<file path="config.mk">
export PLATFORM = sky130hd
export DESIGN_NAME = scan_decoder
export DESIGN_NICKNAME = d
export VERILOG_FILES = /design/src/rtl/scan_decoder_pkg.sv /design/src/rtl/scan_decoder_dwell_counter.sv /design/src/rtl/scan_decoder.sv
export SDC_FILE = /design/constraint.sdc
export NUM_CORES = 1
export LEC_CHECK = 0
export BUFFER_PORTS_ARGS = -buffer_cell sky130_fd_sc_hd__clkbuf_2
export CAP_MARGIN = 15
export CORE_ASPECT_RATIO = 0.75
export CORE_MARGIN = 4
export CORE_UTILIZATION = 40
export CTS_BUF_LIST = sky130_fd_sc_hd__clkbuf_2
export DETAILED_ROUTE_END_ITERATION = 12
export SYNTH_ARGS = -nofsm -noshare
export SYNTH_HDL_FRONTEND = slang
export SYNTH_SLANG_ARGS = --single-unit
</file>
<file path="constraint.sdc">
create_clock -name clk -period 2.3 [get_ports clk]
set_input_delay 0.115 -clock clk [delete_from_list [all_inputs] [get_ports clk]]
set_output_delay 0.115 -clock clk [all_outputs]
set_load 0.05 [all_outputs]
</file>
<file path="src/rtl/scan_decoder_pkg.sv">
// scan_decoder_pkg: shared state encoding and mode constants for the scan decoder.
package scan_decoder_pkg;
    typedef enum logic [1:0] {ST_IDLE, ST_DIRECT, ST_SCAN} state_e;
    localparam logic MODE_DIRECT = 1'b0;
    localparam logic MODE_SCAN   = 1'b1;
endpackage

</file>
<file path="src/rtl/scan_decoder_dwell_counter.sv">
// dwell_counter: loadable count-down timer; done_o is high while the count sits at zero.
module dwell_counter #(
    parameter int DWELL_W = 8
) (
    input  logic               clk,
    input  logic               rst,
    input  logic               clr_i,
    input  logic               load_i,
    input  logic [DWELL_W-1:0] load_val_i,
    output logic               done_o
);
    logic [DWELL_W-1:0] cnt_q, cnt_d;

    always_comb begin
        cnt_d = clr_i ? '0 : load_i ? load_val_i : (cnt_q != '0) ? cnt_q - 1'b1 : cnt_q;
    end

    always_ff @(posedge clk or posedge rst) begin
        if (rst) cnt_q <= '0;
        else     cnt_q <= cnt_d;
    end

    assign done_o = (cnt_q == '0);
endmodule

</file>
<file path="src/rtl/scan_decoder.sv">
// scan_decoder: registered one-hot decoder with a handshaked DIRECT mode
// and an autonomous SCAN mode that walks the outputs with a programmable dwell.
module scan_decoder
    import scan_decoder_pkg::*;
#(
    parameter int SEL_W   = 2,
    parameter int DWELL_W = 8
) (
    input  logic                clk,
    input  logic                rst,
    input  logic                en,
    input  logic                mode,
    input  logic [SEL_W-1:0]    sel,
    input  logic                sel_vld,
    input  logic [DWELL_W-1:0]  dwell,
    output logic [(1<<SEL_W)-1:0] o,
    output logic                o_vld,
    output logic [SEL_W-1:0]    cur_idx,
    output logic                wrap
);
    localparam int OUT_W = 1 << SEL_W;

    state_e           state_q, state_d;
    logic [OUT_W-1:0] o_q, o_d;
    logic [SEL_W-1:0] idx_q, idx_d;
    logic             wrap_q, wrap_d;
    logic             cnt_clr, cnt_load, cnt_done;

    dwell_counter #(.DWELL_W(DWELL_W)) u_dwell (
        .clk        (clk),
        .rst        (rst),
        .clr_i      (cnt_clr),
        .load_i     (cnt_load),
        .load_val_i (dwell),
        .done_o     (cnt_done)
    );

    always_comb begin
        state_d  = state_q;
        o_d      = o_q;
        idx_d    = idx_q;
        wrap_d   = 1'b0;
        cnt_clr  = 1'b0;
        cnt_load = 1'b0;
        if (!en) begin
            state_d = ST_IDLE;
            o_d     = '0;
            cnt_clr = 1'b1;
        end else if (mode == MODE_SCAN) begin
            // Entering SCAN from anywhere restarts at index 0; the dwell is sampled on each presentation.
            state_d = ST_SCAN;
            if (state_q != ST_SCAN) begin
                idx_d    = '0;
                o_d      = OUT_W'(1);
                cnt_load = 1'b1;
            end else if (cnt_done) begin
                idx_d    = idx_q + 1'b1;
                o_d      = OUT_W'(1) << (idx_q + 1'b1);
                wrap_d   = (idx_q == SEL_W'(OUT_W - 1));
                cnt_load = 1'b1;
            end
        end else begin
            state_d = ST_DIRECT;
            cnt_clr = 1'b1;
            o_d     = (state_q == ST_SCAN) ? '0 : o_q;
            if (sel_vld) begin
                o_d   = OUT_W'(1) << sel;
                idx_d = sel;
            end
        end
    end

    always_ff @(posedge clk or posedge rst) begin
        if (rst) begin
            state_q <= ST_IDLE;
            o_q     <= '0;
            idx_q   <= '0;
            wrap_q  <= 1'b0;
        end else begin
            state_q <= state_d;
            o_q     <= o_d;
            idx_q   <= idx_d;
            wrap_q  <= wrap_d;
        end
    end

    assign o       = o_q;
    assign o_vld   = |o_q;
    assign cur_idx = idx_q;
    assign wrap    = wrap_q;
endmodule

</file>
Word level (Yosys, flattened, before mapping)
Index checks and enable logic that the tools add are counted.
{"block": "classes", "addsub": 2, "n_eq_ne": 6, "shifts": 2, "muxes": 25, "n_reduce_logical": 7}
{"op": "4-bit 2-to-1 mux", "count": 6}
{"op": "8-bit 2-to-1 mux", "count": 3}
{"op": "2-bit 2-to-1 mux", "count": 6}
{"op": "1-bit 2-to-1 mux", "count": 10}
{"op": "8-bit logical NOT", "count": 1}
{"op": "8-bit nonzero test", "count": 1}
{"op": "1-bit by 2-bit << shifter with 4-bit output, first input constant", "count": 2}
{"op": "8-bit by 1-bit subtractor with 8-bit output, second input constant", "count": 1}
{"op": "2-bit equality test, second input constant", "count": 2}
{"op": "4-bit by 1-bit inequality test with 1-bit output, second input constant", "count": 1}
{"op": "4-bit by 2-bit inequality test with 1-bit output, second input constant", "count": 1}
{"op": "4-bit OR reduction", "count": 1}
{"op": "3-bit by 1-bit inequality test with 1-bit output, second input constant", "count": 1}
{"op": "3-bit AND reduction", "count": 1}
{"op": "3-bit nonzero test", "count": 1}
{"op": "2-bit by 1-bit adder with 2-bit output, second input constant", "count": 1}
{"op": "2-bit inequality test, second input constant", "count": 1}
{"op": "2-bit AND reduction", "count": 1}
{"op": "2-bit nonzero test", "count": 1}
{"block": "word_totals", "reg_bits": 17, "out_inout_bits": 8, "elab_cells": 47}

Logic depth before layout (Yosys ltp)
{"block": "depth", "word_depth": 7, "depth_mapped": 6}

By module
A second synthesis with hierarchy kept.
{"block": "hier_totals", "cells_unflattened": 108, "hier_area_um2": 1128.6}
{"mod": "scan_decoder", "n_inst": 1, "cells_each": 53, "area_per_inst_um2": 576.8}
{"mod": "dwell_counter", "n_inst": 1, "cells_each": 55, "area_per_inst_um2": 551.8}

Least setup slack after synthesis
No wires, ideal clock.
{"block": "synth_path", "path_type": "register to register", "startpoint": "register u_dwell.cnt_q[3]", "endpoint": "register idx_q[0] (netlist: cur_idx[0])", "setup_ns": 0.128, "arrival_ns": 1.756, "slack_ns": 0.416, "path_stages_with_launch": 5, "period_less_slack_ns": 1.884, "cell_sequence": "dfrtp_1 > or4_4 > nor3_1 > o221ai_1 > mux2_1"}
{"block": "synth_via", "elab_chain_cells": 3}
{"element": "start: declaration", "line_no": "scan_decoder_dwell_counter.sv:12", "source": "logic [DWELL_W-1:0] cnt_q, cnt_d;"}
{"element": "start signal: assignment", "line_no": "scan_decoder_dwell_counter.sv:20", "source": "else cnt_q <= cnt_d;"}
{"element": "8-bit logical NOT", "line_no": "scan_decoder_dwell_counter.sv:23", "source": "assign done_o = (cnt_q == '0);"}
{"element": "3-bit by 1-bit inequality test with 1-bit output (no line)"}
{"element": "3-bit AND reduction (no line)"}
{"element": "end signal: assignment", "line_no": "scan_decoder.sv:82", "source": "idx_q <= idx_d;"}
{"element": "end: declaration", "line_no": "scan_decoder.sv:25", "source": "logic [SEL_W-1:0] idx_q, idx_d;"}
Every way passes these cells.
A chain may end at the register's enable or synchronous reset.

Final worst setup path
Same ends and word-level chain as after synthesis.

==> results.tsv <==
stage	metric	value	unit
floorplanning	# rows	15	
floorplanning	die area	3284	um^2
grt	Total GRT Usage	0.1334	
layout	Finished Cell Area	1206	um^2
logic_synthesis	adder-cell area share of the yosys netlist	0.09032	
logic_synthesis	Avg Cell Area, Syn	10.90	um^2
power	Psw	233.3	uW
placement	Port Buffers	22	
grt	largest net degree at the start of global routing	18	
logic_synthesis	Synth Flop Type	dfrtp_1	
logic_synthesis	Post-synth EDFFs	0	
cts	clk slew on worst S/H paths	160	ps
setup_path	delay of the slowest cell on the worst path	590	ps
floorplanning	total core area	2308	um^2
cts	# H-tree levels	1	
cts	cts bufs inserted	3	
setup_path	worst path required time	2500	ps
drt	vias per cell	4.955	
logic_synthesis	post-synthesis simple-gate area fraction	0.1665	
logic_synthesis	Area contributors post-synth	dfrtp_1, ha_1, o2bb2ai_1	
sta	Max-slew headroom	0.5745	
floorplanning	Initial Utilization	0.4201	
sta	worst-margin pin slew	637.6	ps
logic_synthesis	largest family of logic cells by synthesized area	compound AO/OA/AOI/OAI gates	
logic_synthesis	largest area contributor in the netlist	dfrtp_1	
setup_path	slowest stage cell on the critical path	or4_4	
placement	placed cell areas	1126	um^2
drt	Post-DRT Antenna Nets	0	
layout	share of cells above drive strength 1	0.2893	
setup_path	CP Buf/Inv Count	0	
sta	minimum clock period	2092	ps
layout	n_diodes	0	
sta	RSZ-0062 raised after global routing	no	
placement	GPL Wtd Cong	0.8207	
cts	Longest Clk Path Bufs	2	
sta	highest clock rate	0.4780	GHz
sta	Setup Skew	4.359	ps
logic_synthesis	sequential element share of the synthesized area	0.4387	
power	total power	673.4	uW
grt	vias in the first global route	714	
placement	hpwl dp	1556	um
sta	fin. max-slew vios	0	
flow_run	MaxCap Viol Count	0	
setup_path	CP max FO	4	
setup_path	crit-path leading delay family	simple AND/OR/NAND/NOR gates	
setup_path	critical path launch point type	flip-flop	
power	Cell Int Power	440.1	uW
power	Peak supply drop	271.1	uV
grt	initial antenna violation count	0	
power	Seq pwr share	0.507	
logic_synthesis	post-synthesis mux area share	0.05806	
cts	CTS tree	yes	
floorplanning	die height	50.64	um
logic_synthesis	Yosys warnings	0	
layout	post-route insts no fill	155	
grt	total congestion overflow	0	
sta	TNS Setup	0	ps
cts	TritonCTS Sinks	17	
hold_path	Min-Delay Path Class	in2reg	
logic_synthesis	Synth Instances	89	
logic_synthesis	post-synthesis xor/xnor area fraction	0.04516	
power	Comb pwr share	0.288	
logic_synthesis	synth unique cells	32	
setup_path	WP data arrival	2290	ps
grt	first-pass GRT wire length	3353	um
logic_synthesis	Synth top area share	0.4387	
run_status	status	finished clean	
logic_synthesis	Post-Syn Area	969.7	um^2
sta	Setup Viol. Count Final	0	
setup_path	crit path cell chain	or4_4, nor3_1, o221ai_1, mux2_1	
placement	placed insts	145	
logic_synthesis	syn_nets	111	
drt	first-pass detailed-route iteration total	4	
drt	Vias	768	
drt	drt wl/cell	12.63	um
sta	Fin. Hold Viols	0	
power	static leakage	0.6010	nW
logic_synthesis	Post-synth ARST share	1.000	
placement	DP Worst Slack	265.5	ps
layout	Nets	144	
setup_path	kind of critical path	reg2reg	
logic_synthesis	Synth Area in Compound Gates	0.1703	
layout	Layout area overhead	24.39	%
logic_synthesis	register bit count reported by yosys	17	
drt	DRT Wirelength	1958	um
drt	residual DRC count	0	
sta	Final Cycle Share	0.9096	
setup_path	CP Capture Type	flip-flop	
cts	Root Buffer	clkbuf_2	
sta	final worst slack	208.0	ps
power	switching part of the total	0.3465	
sta	Hold Slack	18.36	ps
power	clock share of power	0.205	
power	PD cells	558.3	nW/um^2
floorplanning	I/O pins	23	
floorplanning	Die X	64.86	um
cts	Clock Latency Late Sink	300	ps
layout	Fillers	217	
layout	post-layout util	0.5225	
drt	drt first-iter violations	17	
## registers in the layout (all words and copies together), names as in the netlist
name / count
cur_idx: 2
wrap: 1
state_q: 2
o: 4
u_dwell.cnt_q: 8
## power groups by stage
stage	registers (mW)	clock network, mW	logic (mW)
after floorplan	0.373	0	0.108
after global placement	0.345	0	0.186
after detailed placement	0.347	0	0.187
after CTS	0.341	0.145	0.192
after global routing	0.345	0.158	0.213
final	0.341	0.138	0.194
## layer usage
layer	part of all wire	vias to the layer above	wire, um	GRT usage
met2	0.45	17	886	0.2071
met5	0	-	0	0
met3	0.054	2	105	0.04474
li1	-	387	-	-
met4	0.0082	0	16	0.03158
met1	0.49	362	950	0.1787
## cell usage in the layout, fill, tap and decap left out, drive strengths merged
cell / count
buf: 1
dlygate4sd3: 6
and3b: 1
xor2: 1
nor2b: 2
and3: 1
o22ai: 3
o21ai: 3
o2bb2ai: 7
o21a: 1
and4b: 1
o31ai: 1
nand3: 1
or4: 2
nand2: 7
inv: 7
o221ai: 1
nand4: 1
clkbuf: 26
a22oi: 1
nand2b: 3
nor3: 3
nor2: 3
a21oi: 1
xnor2: 4
mux2: 5
ha: 7
a32o: 2
dfrtp: 17
or3: 1
nor3b: 1
## worst register-to-register path, cell delays in order (launching register included)
cell and delay, ps:
dfrtp_1 450, or4_4 590, nor3_1 400, o221ai_1 210, mux2_1 340
## Yosys cell counts (2+ instances only)
cell type  number
a32o_1          2
nand2b_1        3
mux2_2          4
nor2_1          3
o22ai_1         3
ha_1            7
nor2b_1         2
inv_1           7
nor3_1          3
nand2_1         6
xnor2_1         4
o2bb2ai_1       7
o21ai_0         3
dfrtp_1        17
## cells by family (layout without fill, tap and decap cells)
group,count (synthesis),after routing
DFF,17,17
buffers and inverters,8,40
muxes,5,5
and+or+nand+nor,27,27
xor gates and xnor gates,5,5
adders and majority gates,7,7
AOI/OAI and AO/OA,20,20
## layout make-up
cell class              count  area (um^2)  share of cell area
flip-flops and latches     17        425.4              0.3527
multi-input cells          64        514.2              0.4263
repair buffers             29        177.7              0.1473
inverters                   7        26.28             0.02178
well taps                  34        42.54             0.03527
clock buffers               4        20.02             0.01660
## path summary, 6_finish.rpt
check                                 start  depth (start not counted)          endpoint  slack, ps
min reg2reg                u_dwell.cnt_q[0]                          1  u_dwell.cnt_q[0]        500
min                                dwell[6]                          2  u_dwell.cnt_q[6]         20
max in group asynchronous               rst                          3        cur_idx[0]       1490
min in group asynchronous               rst                          3              o[0]        400
max                        u_dwell.cnt_q[3]                          4        cur_idx[0]        210
max reg2reg                u_dwell.cnt_q[3]                          4        cur_idx[0]        210
## what timing repair did
item                      4_1_cts  5_1_grt
gates resized for setup         0        0
hold buffers                    3        3
buffers inserted                0        0
hold endpoints to repair       19        3
Power figures use the tool's default switching activity.
